==> config.mk <==
export PLATFORM = sky130hd
export DESIGN_NAME = svnseg_counter_mux_flat
export DESIGN_NICKNAME = d
export VERILOG_FILES = /design/src/rtl/svnseg_pkg.sv /design/src/rtl/svnseg_counter_mux_if.sv /design/src/rtl/svnseg_key_filter.sv /design/src/rtl/svnseg_counter_mux.sv /design/src/flat_wrapper.sv
export SDC_FILE = /design/constraint.sdc
export NUM_CORES = 1
export LEC_CHECK = 0
export CORE_MARGIN = 3
export CORE_UTILIZATION = 51
export CTS_BUF_LIST = sky130_fd_sc_hd__clkbuf_4
export CTS_CLUSTER_DIAMETER = 50
export DETAILED_ROUTE_END_ITERATION = 8
export HOLD_SLACK_MARGIN = 0.15
export PLACE_DENSITY = 0.68
export SLEW_MARGIN = 5
export SYNTH_ARGS = -nofsm -noshare
export SYNTH_HDL_FRONTEND = slang
export SYNTH_HIERARCHICAL = 1
export SYNTH_SLANG_ARGS = --single-unit
==> constraint.sdc <==
create_clock -name FPGA_CLK -period 9.1 [get_ports FPGA_CLK]
set_clock_uncertainty 0.2 [all_clocks]
set_input_delay 2.73 -clock FPGA_CLK [delete_from_list [all_inputs] [get_ports FPGA_CLK]]
set_output_delay 2.73 -clock FPGA_CLK [all_outputs]
set_load 0.02 [all_outputs]
==> src/rtl/svnseg_pkg.sv <==
// Shared glyph table, counter-op encoding and width helpers for the seven-segment counter.
// Latency: n/a (types, constants and pure functions only).
// Backpressure: n/a.
package svnseg_pkg;

  typedef logic [6:0] seg_t;

  // What the counter does in a given cycle.
  typedef enum logic [1:0] {
    CNT_HOLD = 2'd0,
    CNT_INC  = 2'd1,
    CNT_DEC  = 2'd2
  } cnt_op_t;

  localparam int MAX_DIGITS = 8;

  // Active-low glyphs, segment a on bit 0 through g on bit 6.
  localparam seg_t SEG_0     = 7'b1000000;
  localparam seg_t SEG_1     = 7'b1111001;
  localparam seg_t SEG_2     = 7'b0100100;
  localparam seg_t SEG_3     = 7'b0110000;
  localparam seg_t SEG_4     = 7'b0011001;
  localparam seg_t SEG_5     = 7'b0010010;
  localparam seg_t SEG_6     = 7'b0000010;
  localparam seg_t SEG_7     = 7'b1111000;
  localparam seg_t SEG_8     = 7'b0000000;
  localparam seg_t SEG_9     = 7'b0010000;
  localparam seg_t SEG_A     = 7'b0001000;
  localparam seg_t SEG_B     = 7'b0000011;
  localparam seg_t SEG_C     = 7'b1000110;
  localparam seg_t SEG_D     = 7'b0100001;
  localparam seg_t SEG_E     = 7'b0000110;
  localparam seg_t SEG_F     = 7'b0001110;
  localparam seg_t SEG_BLANK = 7'b1111111;

  // Bits needed for a counter that runs 0..n-1; never less than one bit.
  function automatic int cnt_width(input int n);
    return (n <= 2) ? 1 : $clog2(n);
  endfunction

  function automatic seg_t hex_to_seg(input logic [3:0] nibble);
    case (nibble)
      4'h0:    return SEG_0;
      4'h1:    return SEG_1;
      4'h2:    return SEG_2;
      4'h3:    return SEG_3;
      4'h4:    return SEG_4;
      4'h5:    return SEG_5;
      4'h6:    return SEG_6;
      4'h7:    return SEG_7;
      4'h8:    return SEG_8;
      4'h9:    return SEG_9;
      4'hA:    return SEG_A;
      4'hB:    return SEG_B;
      4'hC:    return SEG_C;
      4'hD:    return SEG_D;
      4'hE:    return SEG_E;
      default: return SEG_F;
    endcase
  endfunction

endpackage

==> src/rtl/svnseg_counter_mux_if.sv <==
// Key inputs and display/count outputs of the multiplexed seven-segment counter.
// Latency: n/a (wiring only).
// Backpressure: none; keys and display are free-running levels.
interface svnseg_counter_mux_if #(
  parameter int NUM_DIGITS = 4
);
  logic                    KEY_INC;
  logic                    KEY_DEC;
  logic [4*NUM_DIGITS-1:0] COUNT;
  logic [NUM_DIGITS-1:0]   SVNSEG_DIG;
  logic [6:0]              SVNSEG_SEG;
  logic                    SVNSEG_DP;

  // Board / stimulus side: drives keys, observes the display.
  modport master (
    output KEY_INC, KEY_DEC,
    input  COUNT, SVNSEG_DIG, SVNSEG_SEG, SVNSEG_DP
  );

  // Counter side: consumes keys, drives the display.
  modport slave (
    input  KEY_INC, KEY_DEC,
    output COUNT, SVNSEG_DIG, SVNSEG_SEG, SVNSEG_DP
  );
endinterface

==> src/rtl/svnseg_key_filter.sv <==
// Raw active-low key -> 2-flop sync -> debounced level -> one-cycle press pulse on 1->0.
// Latency: press fires DEBOUNCE_CYCLES+2 clocks after a clean key fall.
// Backpressure: none; the pulse is dropped if nobody samples it.
module svnseg_key_filter
  import svnseg_pkg::*;
#(
  parameter int DEBOUNCE_CYCLES = 250000
) (
  input  logic FPGA_CLK,
  input  logic FPGA_RST,
  input  logic key_in,
  output logic level,
  output logic press
);

  localparam int            CW   = cnt_width(DEBOUNCE_CYCLES);
  localparam logic [CW-1:0] LAST = CW'(DEBOUNCE_CYCLES - 1);

  logic          r_sync1;
  logic          r_sync2;
  logic          r_level;
  logic          r_armed;
  logic          r_press;
  logic [CW-1:0] r_stab;
  logic          w_accept;

  assign w_accept = (r_sync2 != r_level) && (r_stab == LAST);

  // Synchroniser and stability counter; the level only moves after a full quiet window.
  always_ff @(posedge FPGA_CLK) begin
    if (FPGA_RST) begin
      r_sync1 <= 1'b0;
      r_sync2 <= 1'b0;
      r_level <= 1'b1;
      r_stab  <= '0;
    end else begin
      r_sync1 <= key_in;
      r_sync2 <= r_sync1;
      if (r_sync2 == r_level) begin
        r_stab <= '0;
      end else if (w_accept) begin
        r_stab  <= '0;
        r_level <= r_sync2;
      end else begin
        r_stab <= r_stab + 1'b1;
      end
    end
  end

  // Press pulse; a key held through reset must be seen released before it can count.
  always_ff @(posedge FPGA_CLK) begin
    if (FPGA_RST) begin
      r_armed <= 1'b0;
      r_press <= 1'b0;
    end else begin
      if (r_sync2) begin
        r_armed <= 1'b1;
      end
      r_press <= w_accept && r_level && r_armed;
    end
  end

  assign level = r_level;
  assign press = r_press;

endmodule

==> src/rtl/svnseg_counter_mux.sv <==
// Multi-digit BCD/hex up/down key counter scanned onto a common-anode 7-seg display.
// Latency: COUNT moves 1 clock after a press pulse; display refreshes 1 clock after the count.
// Backpressure: none; simultaneous inc and dec cancel.
module svnseg_counter_mux
  import svnseg_pkg::*;
#(
  parameter int NUM_DIGITS      = 4,
  parameter int MODE_BCD        = 1,
  parameter int DEBOUNCE_CYCLES = 250000,
  parameter int SCAN_DIV        = 25000,
  parameter int LZ_BLANK        = 1
) (
  input  logic                  FPGA_CLK,
  input  logic                  FPGA_RST,
  svnseg_counter_mux_if.slave   bus
);

  localparam int                 CW        = 4 * NUM_DIGITS;
  localparam int                 SCAN_W    = cnt_width(SCAN_DIV);
  localparam int                 IDX_W     = cnt_width(NUM_DIGITS);
  localparam logic [SCAN_W-1:0]  SCAN_LAST = SCAN_W'(SCAN_DIV - 1);
  localparam logic [IDX_W-1:0]   IDX_LAST  = IDX_W'(NUM_DIGITS - 1);
  localparam logic [3:0]         DIGIT_MAX = (MODE_BCD != 0) ? 4'd9 : 4'hF;

  logic                  w_inc_press;
  logic                  w_dec_press;
  logic                  w_inc_level_unused;
  logic                  w_dec_level_unused;
  cnt_op_t               w_op;
  logic [CW-1:0]         w_count_nxt;
  logic [NUM_DIGITS-1:0] w_blank;
  logic                  w_scan_tc;
  logic [IDX_W-1:0]      w_idx_nxt;

  logic [CW-1:0]         r_count;
  logic [SCAN_W-1:0]     r_scan;
  logic [IDX_W-1:0]      r_idx;
  logic [NUM_DIGITS-1:0] r_dig;
  seg_t                  r_seg;

  svnseg_key_filter #(.DEBOUNCE_CYCLES(DEBOUNCE_CYCLES)) u_key_inc (
    .FPGA_CLK (FPGA_CLK),
    .FPGA_RST (FPGA_RST),
    .key_in   (bus.KEY_INC),
    .level    (w_inc_level_unused),
    .press    (w_inc_press)
  );

  svnseg_key_filter #(.DEBOUNCE_CYCLES(DEBOUNCE_CYCLES)) u_key_dec (
    .FPGA_CLK (FPGA_CLK),
    .FPGA_RST (FPGA_RST),
    .key_in   (bus.KEY_DEC),
    .level    (w_dec_level_unused),
    .press    (w_dec_press)
  );

  // Pick the counter operation; both pulses together cancel out.
  always_comb begin
    w_op = CNT_HOLD;
    if (w_inc_press && !w_dec_press) begin
      w_op = CNT_INC;
    end else if (w_dec_press && !w_inc_press) begin
      w_op = CNT_DEC;
    end
  end

  // Next count: per-digit ripple carry/borrow, each digit wrapping at DIGIT_MAX.
  always_comb begin : p_count_nxt
    logic ripple;
    w_count_nxt = r_count;
    ripple      = 1'b1;
    for (int i = 0; i < NUM_DIGITS; i++) begin
      if (ripple && (w_op == CNT_INC)) begin
        if (r_count[4*i +: 4] == DIGIT_MAX) begin
          w_count_nxt[4*i +: 4] = 4'd0;
        end else begin
          w_count_nxt[4*i +: 4] = r_count[4*i +: 4] + 4'd1;
          ripple                = 1'b0;
        end
      end else if (ripple && (w_op == CNT_DEC)) begin
        if (r_count[4*i +: 4] == 4'd0) begin
          w_count_nxt[4*i +: 4] = DIGIT_MAX;
        end else begin
          w_count_nxt[4*i +: 4] = r_count[4*i +: 4] - 4'd1;
          ripple                = 1'b0;
        end
      end
    end
  end

  // Count register.
  always_ff @(posedge FPGA_CLK) begin
    if (FPGA_RST) begin
      r_count <= '0;
    end else begin
      r_count <= w_count_nxt;
    end
  end

  // Leading-zero mask: digit i>0 blanks when it and every digit above it are zero.
  always_comb begin : p_blank
    logic upper_zero;
    w_blank    = '0;
    upper_zero = 1'b1;
    for (int i = NUM_DIGITS - 1; i >= 0; i--) begin
      upper_zero = upper_zero && (r_count[4*i +: 4] == 4'd0);
      if ((LZ_BLANK != 0) && (i > 0)) begin
        w_blank[i] = upper_zero;
      end
    end
  end

  assign w_scan_tc = (r_scan == SCAN_LAST);
  assign w_idx_nxt = !w_scan_tc        ? r_idx :
                     (r_idx == IDX_LAST) ? '0 : r_idx + 1'b1;

  // Scan timer, digit index, and the digit/segment registers fed from the same next index.
  always_ff @(posedge FPGA_CLK) begin
    if (FPGA_RST) begin
      r_scan <= '0;
      r_idx  <= '0;
      r_dig  <= ~NUM_DIGITS'(1);
      r_seg  <= SEG_0;
    end else begin
      r_scan <= w_scan_tc ? '0 : r_scan + 1'b1;
      r_idx  <= w_idx_nxt;
      r_dig  <= ~(NUM_DIGITS'(1) << w_idx_nxt);
      r_seg  <= w_blank[w_idx_nxt] ? SEG_BLANK : hex_to_seg(r_count[4*w_idx_nxt +: 4]);
    end
  end

  assign bus.COUNT      = r_count;
  assign bus.SVNSEG_DIG = r_dig;
  assign bus.SVNSEG_SEG = r_seg;
  assign bus.SVNSEG_DP  = 1'b1;

endmodule
==> src/flat_wrapper.sv <==
// flat-port wrapper written by rule: the top's interface ports become plain ports
module svnseg_counter_mux_flat import svnseg_pkg::*;
#(
  parameter int NUM_DIGITS      = 4,
  parameter int MODE_BCD        = 1,
  parameter int DEBOUNCE_CYCLES = 250000,
  parameter int SCAN_DIV        = 25000,
  parameter int LZ_BLANK        = 1
)
  (FPGA_CLK, FPGA_RST, bus_KEY_INC, bus_KEY_DEC, bus_COUNT, bus_SVNSEG_DIG, bus_SVNSEG_SEG, bus_SVNSEG_DP);
  svnseg_counter_mux_if #(.NUM_DIGITS(NUM_DIGITS)) bus_i ();
  input  logic FPGA_CLK;
  input  logic FPGA_RST;
  input wire logic [$bits(bus_i.KEY_INC)-1:0] bus_KEY_INC;
  input wire logic [$bits(bus_i.KEY_DEC)-1:0] bus_KEY_DEC;
  output wire logic [$bits(bus_i.COUNT)-1:0] bus_COUNT;
  output wire logic [$bits(bus_i.SVNSEG_DIG)-1:0] bus_SVNSEG_DIG;
  output wire logic [$bits(bus_i.SVNSEG_SEG)-1:0] bus_SVNSEG_SEG;
  output wire logic [$bits(bus_i.SVNSEG_DP)-1:0] bus_SVNSEG_DP;
  assign bus_i.KEY_INC = bus_KEY_INC;
  assign bus_i.KEY_DEC = bus_KEY_DEC;
  assign bus_COUNT = bus_i.COUNT;
  assign bus_SVNSEG_DIG = bus_i.SVNSEG_DIG;
  assign bus_SVNSEG_SEG = bus_i.SVNSEG_SEG;
  assign bus_SVNSEG_DP = bus_i.SVNSEG_DP;
  svnseg_counter_mux #(.NUM_DIGITS(NUM_DIGITS), .MODE_BCD(MODE_BCD), .DEBOUNCE_CYCLES(DEBOUNCE_CYCLES), .SCAN_DIV(SCAN_DIV), .LZ_BLANK(LZ_BLANK)) u_core (.FPGA_CLK(FPGA_CLK), .FPGA_RST(FPGA_RST), .bus(bus_i));
endmodule
==> results of run 1 <==
where the power goes:
part	leakage, nW	switching [W]	internal (W)
Clock	0.0791	0.000145	0.0000908
Combinational	0.904	0.0000118	0.00000698
Sequential	0.728	0.00000420	0.000399
Total	1.71	0.000161	0.000497
area by class of cell:
type                            instances  area share
Clock buffer                           10      0.0145
Inverter                               21      0.0152
Sequential cell                        90       0.348
Timing Repair Buffer                   31      0.0594
Multi-Input combinational cell        429       0.522
Clock inverter                          6      0.0145
Tap cell                              108      0.0261
registers in the layout, summed over array words and instances, names as in the netlist, 2 cells and up:
| name | count |
|---|---|
| u_core/bus.COUNT | 16 |
| u_core/bus.SVNSEG_DIG | 4 |
| u_core/bus.SVNSEG_SEG | 7 |
| u_core/r_idx | 2 |
| u_core/r_scan | 15 |
| u_core/u_key_dec/r_stab | 18 |
| u_core/u_key_inc/r_stab | 18 |
synthesized netlist by cell type, drive strengths merged, types with 3 or more instances:
cell     n
and2     6
o31a     4
and3     9
a211o    4
buf      8
a311oi   4
nand2   33
nor4    17
o21ai   21
nor4b    4
nand3   32
or3      5
nor3b    3
nor3    21
clkbuf  20
nand2b   3
a21oi   20
xor2    14
nand4   12
ha      10
xnor2   39
a31oi   12
dfxtp   90
and4     3
a211oi   7
mux2i   13
inv     21
nor2    96
a21o     3
nor2b    8
layer usage:
| metal | GRT usage | routed length [um] | share of wire | vias to the layer above |
|---|---|---|---|---|
| met5 | 0 | 0 | 0 | - |
| met4 | 0.0666 | 111 | 0.012 | 0 |
| met3 | 0.0294 | 330 | 0.035 | 12 |
| met2 | 0.315 | 4480 | 0.48 | 55 |
| met1 | 0.248 | 4380 | 0.47 | 1835 |
| li1 | - | - | - | 2030 |
stage by stage:
step                setup slack, ns  utilization  hold slack [ns]  instances
floorplan                      5.20            -            0.214        568
global placement               4.66        0.568            0.218        679
detailed placement             4.62        0.568            0.230        679
CTS                            4.33        0.585            0.260        695
global route                   4.25        0.585            0.265        695
finish                         4.38        0.585            0.256        695
cells in the final DEF, fill, tap and decap left out, types with 3 or more instances in the layout:
master and instances:
a21oi_1 20, mux2i_1 13, and4_1 3, or3_1 5, and2_1 5, nor3b_1 3
xnor2_1 39, nor4b_1 4, nand2_1 33, inv_1 20, a211oi_1 7, a21o_1 3
nor2b_1 8, o21ai_0 17, nand2b_1 3, o31a_1 4, nor4_1 16, a31oi_1 12
nand3_1 32, nand4_1 10, nor3_1 21, clkbuf_4 10, dfxtp_1 90, a311oi_1 4
ha_1 10, clkdlybuf4s50_1 30, nor2_1 96, and3_1 9, xor2_1 14, a211o_1 4
cell families (layout without fill, tap and decap cells):
kind of cell	after synthesis	in the layout
buffers and inverters	49	68
DFF	90	90
xor gates and xnor gates	53	53
AOI/OAI and AO/OA	89	89
adders and majority gates	10	10
muxes	15	15
other	1	1
and+or+nand+nor	261	261
worst max-delay path by stage:
stage	cells after the start	endpoint	slack (ns)	startpoint
floorplan	5	u_core/r_scan[10]	5.20	FPGA_RST
global placement	5	u_core/u_key_inc/r_stab[17]	4.66	FPGA_RST
detailed placement	5	u_core/u_key_dec/r_stab[17]	4.62	FPGA_RST
CTS	1	bus_COUNT[8]	4.33	u_core/bus.COUNT[8]
global route	1	bus_COUNT[8]	4.25	u_core/bus.COUNT[8]
finish	1	bus_COUNT[8]	4.38	u_core/bus.COUNT[8]
==> flow_summary_export.csv, run 1 <==
group,metric,value,unit
power_and_ir_drop,leakage,1.71,nW
worst_hold_path,min_from,"u_core/u_key_inc/r_sync1",
floorplan,initial_core_util,0.535,
critical_path,critPathBufInv,1,
critical_path,worst_ep_required_time,6.17,ns
floorplan,core_area,0.00885,mm2
placed_design,gp_congestion,0.878,
timing,fmax,212,MHz
critical_path,rrSetupSlack,5.16,ns
floorplan,die_h,102,um
timing,fin_crit_sh,0.519,
grt,antenna_found_initial,0,
grt,grt_pass1_wl,16.2,mm
yosys,yosys.area_share.simple,0.283,
yosys,ys_top_cells_by_area,"dfxtp_1, nor2_1, xnor2_1, nand3_1, mux2i_1",
cts,cts_tree,"built",
yosys,synth_top_area_cell,"dfxtp_1",
flow_run,cap_violations,0,
timing,setup_viol,0,
yosys,postSynth.asyncResetShare,0,
yosys,ys.flop_type,"dfxtp_1",
timing,tns,0,ns
yosys,ys_seq_area_frac,0.381,
routing,vias_per_cell,5.66,
critical_path,worstPathCellList,"clkdlybuf4s50_1",
critical_path,arrival,1.79,ns
yosys,synth_compound_area_frac,0.132,
yosys,netlist_area,0.00473,mm2
finish,antenna_cells,0,
placed_design,port_buffers,30,
yosys,synth-seq-cells,90,
cts,cts_htree_levels,3,
routing,drt_iter0_drc,132,
status,outcome,"complete, no violations",
yosys,ys_types,57,
floorplan,io_pins,32,
critical_path,cp_max_fo,15,
cts,clk_path_buf_depth,2,
finish,drive_gt1_frac,0.0579,
cts,cts.clk_slew.worst_paths,0.14,ns
yosys,syn_inst,568,
critical_path,critical_path.startpoint_type,"flop",
yosys,synthDominantCellAreaShare,0.381,
cts,cts_buffers,9,
cts,clock-sinks,90,
yosys,synth_xor_area_frac,0.0981,
timing,slew_headroom,0.506,
power_and_ir_drop,power.density,127,mW/mm2
grt,grt_pass1_vias,3619,
timing,final.min_clock_period,4.72,ns
power_and_ir_drop,finalPower,0.000657,W
timing,rsz0062_at_grt,"no",
routing,ant_nets,0,
yosys,avgSynthCellArea,8.33,um2
finish,final-seq-area,0.00180,mm2
floorplan,rows,34,
cts,insertion_delay,0.45,ns
critical_path,slowest_delay,0.70,ns
critical_path,r2r-end,"u_core/bus.SVNSEG_SEG[3]",
placed_design,place_area,0.00503,mm2
cts,cts-root-buf,"clkbuf_4",
placed_design,hpwlAfterDp,6.56,mm
finish,multi_input_area,0.00271,mm2
power_and_ir_drop,ir_drop,0.0753,mV
floorplan,die_area,0.0105,mm2
finish,area_growth,9.44,%
critical_path,cpMaxStageDelayCell,"clkdlybuf4s50_1",
routing,drc,0,
finish,n_fill_cell,818,
grt,overflow,0,
worst_hold_path,holdPathEnd,"u_core/u_key_inc/r_sync2",
grt,track_usage,0.189,
worst_hold_path,hold_depth,1,
cts,hold_buffers,0,
cts,cts_post_setup_buffers_inserted,0,
finish,fin_nets,596,
grt,grt_max_degree,40,
cts,ctsResizeCount,0,
routing,routed-via-count,3932,
critical_path,crit_path_end_kind,"output port",
critical_path,cp_top_family,"buffers and inverters",
routing,firstDrtPassIters,4,
timing,hold_viol,0,
critical_path,crit_type,"flop to output port",
finish,fin_area,0.00518,mm2
critical_path,r2r-start,"u_core/r_scan[10]",
critical_path,worst_r2r_path_depth,11,
yosys,yosysWarningCount,6,
yosys,muxShareOfSynthArea,0.0322,
routing,wl_per_cell,13.4,um
worst_hold_path,hp-class,"flop to flop",
yosys,synthAdderAreaFrac,0.0264,
routing,routed_wl,9.30,mm
yosys,synth_nets,582,
yosys,synth_top_family_by_area,"simple AND/OR/NAND/NOR gates",
yosys,synth-edff-count,0,
timing,worst_pin_slew,0.720,ns
timing,slew_viol_final,0,
floorplan,die_w,102,um
(Power assumes the default switching activity.)
==> run 2: changes to the inputs <==
Settings changed: PLACE_DENSITY 0.68 to 0.71.
Clock period 9.1 ns to 4.1 ns, I/O delays scaled along.
==> run 2 against run 1 <==
  * Setup slack worse by 3.7 ns
  * Largest power group unchanged
  * Cell area increased by 0.48%
  * Critical path depth grew 9
  * Routed wire length up 2.3%
==> flow_summary_export.csv, run 2 (same netlist as run 1, synthesis figures left out) <==
group,metric,value,unit
critical_path,arrival,3.65,ns
power_and_ir_drop,p_sw_frac,0.234,
floorplan,core_area,0.00885,mm2
finish,final_cells,699,
critical_path,r2r-end,"u_core/bus.SVNSEG_SEG[4]",
cts,clk_path_buf_depth,2,
cts,cts_htree_levels,3,
placed_design,gp_congestion,0.961,
routing,ant_nets,0,
critical_path,r2r-start,"u_core/r_scan[10]",
finish,final_common_cell,"nor2_1",
flow_run,cap_violations,0,
critical_path,rrSetupSlack,0.63,ns
floorplan,die_h,102,um
finish,fin_nets,600,
cts,ctsResizeCount,0,
floorplan,die_w,102,um
worst_hold_path,holdPathEnd,"u_core/u_key_dec/r_sync2",
worst_hold_path,min_from,"u_core/u_key_dec/r_sync1",
worst_hold_path,hp-class,"flop to flop",
critical_path,critical_path.startpoint_type,"flop",
timing,final.min_clock_period,3.47,ns
finish,n_fill_cell,819,
cts,cts.clk_slew.worst_paths,0.14,ns
power_and_ir_drop,seqPwrFrac,0.621,
power_and_ir_drop,power.density,277,mW/mm2
grt,track_usage,0.187,
power_and_ir_drop,clkPwrFrac,0.350,
critical_path,crit_path_end_kind,"flop",
routing,vias_per_cell,5.66,
power_and_ir_drop,power_frac_comb,0.030,
status,outcome,"complete, no violations",
timing,rsz0062_at_grt,"no",
cts,insertion_delay,0.43,ns
critical_path,cp_max_fo,8,
floorplan,io_pins,32,
grt,grt_pass1_wl,16.0,mm
routing,wl_per_cell,13.6,um
finish,drive_gt1_frac,0.0643,
cts,cts_buffers,9,
placed_design,hpwlAfterDp,6.71,mm
power_and_ir_drop,p_int,0.00110,W
grt,overflow,0,
timing,worst_pin_slew,0.671,ns
cts,cts_post_setup_buffers_inserted,0,
timing,tns,0,ns
timing,fmax,288,MHz
floorplan,die_area,0.0105,mm2
routing,drt_iter0_drc,148,
finish,mostFrequentLayoutCells,"nor2_1, dfxtp_1, xnor2_1",
critical_path,crit_type,"flop to flop",
grt,grt_max_degree,19,
cts,clock-sinks,90,
routing,routed_wl,9.52,mm
grt,antenna_found_initial,0,
timing,fin_crit_sh,0.847,
routing,drc,0,
placed_design,port_buffers,30,
power_and_ir_drop,p_sw,0.000336,W
finish,area_growth,9.97,%
timing,slew_viol_final,0,
routing,routed-via-count,3957,
critical_path,worst_ep_required_time,4.27,ns
placed_design,dp_cells,683,
worst_hold_path,hold_depth,1,
floorplan,initial_core_util,0.535,
cts,hold_buffers,0,
floorplan,rows,34,
grt,grt_pass1_vias,3616,
cts,cts-root-buf,"clkbuf_4",
routing,firstDrtPassIters,4,
power_and_ir_drop,leakage,1.72,nW
power_and_ir_drop,ir_drop,0.218,mV
critical_path,worst_r2r_path_depth,10,
timing,slew_headroom,0.552,
timing,setup_viol,0,
cts,cts_tree,"built",
finish,antenna_cells,0,
timing,hold_viol,0,
## run 2: changes by cell type in the layout (fill, tap and decap cells not counted), sizes merged
cell,before,now
buf,1,5
clkinv,2,1
inv,23,22
clkinvlp,1,2
clkbuf,10,11
## run 2: how the worst max path moves through the flow
| stage | from | endpoint | slack, ns | cells past startpoint |
|---|---|---|---|---|
| after floorplan | u_core/r_scan[10] | u_core/bus.SVNSEG_SEG[4] | 0.69 | 10 |
| after global placement | u_core/r_scan[10] | u_core/bus.SVNSEG_SEG[4] | 0.78 | 10 |
| after detailed placement | u_core/r_scan[10] | u_core/bus.SVNSEG_SEG[4] | 0.70 | 10 |
| after CTS | u_core/r_scan[10] | u_core/bus.SVNSEG_SEG[4] | 0.64 | 10 |
| after global routing | u_core/r_scan[10] | u_core/bus.SVNSEG_SEG[4] | 0.40 | 10 |
| final | u_core/r_scan[10] | u_core/bus.SVNSEG_SEG[4] | 0.63 | 10 |
## run 2: metrics by stage
step           total power [W]   util  setup slack [ns]  cell area (um2)  hold WS, ns
2_1_floorplan         0.000946      -             0.686             4730        0.214
3_3_place_gp          0.000955  0.572             0.780             5060        0.217
3_5_place_dp          0.000957  0.572             0.696             5060        0.222
4_1_cts                0.00147  0.588             0.636             5200        0.255
5_1_grt                0.00151  0.588             0.402             5200        0.279
6_report               0.00144  0.588             0.628             5200        0.250
## run 2: critical path: stages, from the launching register on
cell	delay, ns
dfxtp_1	0.36
or4_4	0.56
nor4_2	0.28
buf_4	0.19
mux2_2	0.41
a211o_1	0.30
and2_1	0.24
ha_1	0.20
or3_1	0.36
a21oi_1	0.16
o31a_1	0.15
## run 2: area by class of cell
cell class / count / area (um2) / share of cell area
sequential: 90 / 1800 / 0.346
tap: 108 / 135 / 0.0260
inverter: 21 / 78.8 / 0.0151
multi-input combinational: 429 / 2710 / 0.520
clock buffer: 11 / 82.6 / 0.0159
clock inverter: 5 / 62.6 / 0.0120
timing repair buffer: 35 / 338 / 0.0649
## run 2: layer usage
metal,vias to the layer above,GRT usage,wire (um)
li1,2035,-,-
met1,1853,0.235,4550
met2,62,0.315,4530
met3,7,0.0403,351
met4,0,0.0696,92
met5,-,0,0
## run 2: power groups by stage
stage,Clock [W],Sequential (W),Combinational [W]
6_report,0.000504,0.000894,0.0000428
5_1_grt,0.000560,0.000897,0.0000510
4_1_cts,0.000530,0.000895,0.0000434
3_5_place_dp,0,0.000914,0.0000434
3_3_place_gp,0,0.000913,0.0000424
2_1_floorplan,0,0.000912,0.0000347
==> run 3: changes to the inputs <==
Clock period 4.1 ns to 2.9 ns, I/O delays scaled along.
==> run 3 against run 2 <==
  * The run now ends with setup timing left
  * Setup slack worse by 0.80 ns
  * Count of clock-buffer cells in the layout decreased by 1
  * Critical path depth did not move
  * Maximum frequency grew 13%
  * Global-route usage is 1.8 points higher
  * Sequential share of layout area down 2.9 points
  * Register-to-register slack lost 0.80 ns
  * Die area is the same
  * Critical path type unchanged
  * Largest cell class unchanged
  * Largest power group unchanged
==> flow_summary_export.csv, run 3 (same netlist as run 1, synthesis figures left out) <==
group,metric,value,unit
grt,grt_pass1_wl,17.6,mm
power_and_ir_drop,leakage,1.98,nW
floorplan,rows,34,
power_and_ir_drop,power.density,357,mW/mm2
power_and_ir_drop,clkPwrFrac,0.342,
timing,fin_hold_ws,0.253,ns
cts,cts_htree_levels,3,
grt,overflow,0,
timing,setup_viol,7,
floorplan,io_pins,32,
routing,ant_nets,0,
timing,fin_crit_sh,1.06,
power_and_ir_drop,p_sw,0.000474,W
timing,slew_headroom,0.589,
cts,cts.clk_slew.worst_paths,0.15,ns
status,violations,"setup timing",
finish,antenna_cells,0,
routing,drt_iter0_drc,205,
cts,hold_buffers,0,
finish,fin_nets,648,
critical_path,cpMaxStageDelayCell,"or4_4",
critical_path,arrival,3.24,ns
timing,slew_viol_final,0,
power_and_ir_drop,seqPwrFrac,0.622,
finish,area_growth,20.4,%
floorplan,initial_core_util,0.535,
power_and_ir_drop,ir_drop,0.272,mV
flow_run,cap_violations,0,
critical_path,worstPathCellList,"or4_4 -> or4_4 -> and2_4 -> mux2i_2 -> a21o_1 -> buf_4 -> ha_4 -> or3_1 -> a21oi_2 -> o31a_1",
cts,cts-root-buf,"clkbuf_4",
power_and_ir_drop,p_int,0.00156,W
routing,routed_wl,10.4,mm
timing,hold_viol,0,
routing,wl_per_cell,13.9,um
timing,fmax,325,MHz
floorplan,die_w,102,um
placed_design,hpwlAfterDp,7.52,mm
cts,cts_tree,"built",
routing,routed-via-count,4232,
grt,grt_pass1_vias,3991,
power_and_ir_drop,p_sw_frac,0.233,
finish,drive_gt1_frac,0.169,
placed_design,gp_congestion,0.900,
placed_design,place_area,0.00547,mm2
cts,cts_buffers,9,
finish,n_fill_cell,734,
critical_path,crit_type,"flop to flop",
worst_hold_path,hp-class,"flop to flop",
floorplan,die_area,0.0105,mm2
status,outcome,"finished, violations left",
critical_path,cp_max_fo,6,
power_and_ir_drop,power_frac_comb,0.036,
critical_path,crit_path_end_kind,"flop",
cts,insertion_delay,0.42,ns
floorplan,core_area,0.00885,mm2
finish,mostFrequentLayoutCells,"nor2_1, dfxtp_1, buf_4",
critical_path,cp_top_family,"simple AND/OR/NAND/NOR gates",
timing,tns,-0.716,ns
routing,drc,0,
floorplan,die_h,102,um
cts,clk_path_buf_depth,2,
timing,worst_pin_slew,0.611,ns
timing,final.min_clock_period,3.08,ns
critical_path,critPathBufInv,1,
timing,worst_slack,-0.175,ns
critical_path,slowest_delay,0.58,ns
grt,track_usage,0.205,
timing,rsz0062_at_grt,"yes",
grt,grt_max_degree,24,
cts,clock-sinks,90,
critical_path,cpMostUsedCell,"or4_4",
critical_path,critical_path.startpoint_type,"flop",
routing,firstDrtPassIters,5,
finish,final_common_cell,"nor2_1",
finish,fin_area,0.00570,mm2
routing,vias_per_cell,5.67,
placed_design,port_buffers,30,
grt,antenna_found_initial,0,
critical_path,worst_ep_required_time,3.07,ns
run 3: cell count changes in the layout (fill, tap and decap cells not counted), moves of 3 or more:
| cell | previous run | this run |
|---|---|---|
| a21oi_2 | 0 | 3 |
| a211oi_2 | 0 | 3 |
| a211oi_1 | 7 | 4 |
| ha_1 | 10 | 6 |
| dfxtp_1 | 90 | 84 |
| buf_4 | 5 | 51 |
| a21oi_1 | 20 | 17 |
| dfxtp_2 | 0 | 6 |
run 3: stage by stage:
stage / util / total power (W) / instances / worst slack, ns
3_5_place_dp: 0.618 / 0.00136 / 726 / -0.190
6_report: 0.644 / 0.00203 / 747 / -0.175
4_1_cts: 0.640 / 0.00206 / 745 / -0.116
5_1_grt: 0.644 / 0.00212 / 747 / -0.262
2_1_floorplan: - / 0.00134 / 568 / -0.282
3_3_place_gp: 0.618 / 0.00136 / 726 / -0.145
run 3: per-layer routing:
layer / track usage / vias up / share of wire
met4: 0.0666 / 0 / 0.011
met5: 0 / - / 0
met2: 0.356 / 115 / 0.49
met1: 0.260 / 1975 / 0.45
met3: 0.0341 / 13 / 0.042
li1: - / 2129 / -
run 3: final cells by class:
| class | instances | area [um2] | share of cell area |
|---|---|---|---|
| multi-input cells | 429 | 2820 | 0.495 |
| flip-flops and latches | 90 | 1810 | 0.318 |
| repair buffers | 83 | 714 | 0.125 |
| well taps | 108 | 135 | 0.0237 |
| inverters | 21 | 78.8 | 0.0138 |
| clock buffers | 10 | 75.1 | 0.0132 |
| clock inverters | 6 | 63.8 | 0.0112 |
run 3: power groups by stage:
stage	sequential (W)	combinational [W]	clock [W]
after floorplan	0.00129	0.0000495	0
after global placement	0.00129	0.0000709	0
after detailed placement	0.00129	0.0000739	0
after CTS	0.00126	0.0000740	0.000726
after global routing	0.00127	0.0000826	0.000769
final	0.00126	0.0000735	0.000695
run 3: worst paths after layout:
kind	startpoint	end	slack, ns	cells past startpoint
max	u_core/r_scan[6]	u_core/bus.SVNSEG_SEG[4]	-0.18	10
min	u_core/u_key_inc/r_sync1	u_core/u_key_inc/r_sync2	0.25	1
max reg2reg	u_core/r_scan[6]	u_core/bus.SVNSEG_SEG[4]	-0.18	10
min reg2reg	u_core/u_key_inc/r_sync1	u_core/u_key_inc/r_sync2	0.25	1
run 3: what timing repair did:
item,CTS,global route
pin swaps,6,5
resized for setup,11,8
setup buffers,3,2
setup endpoints to repair,7,9
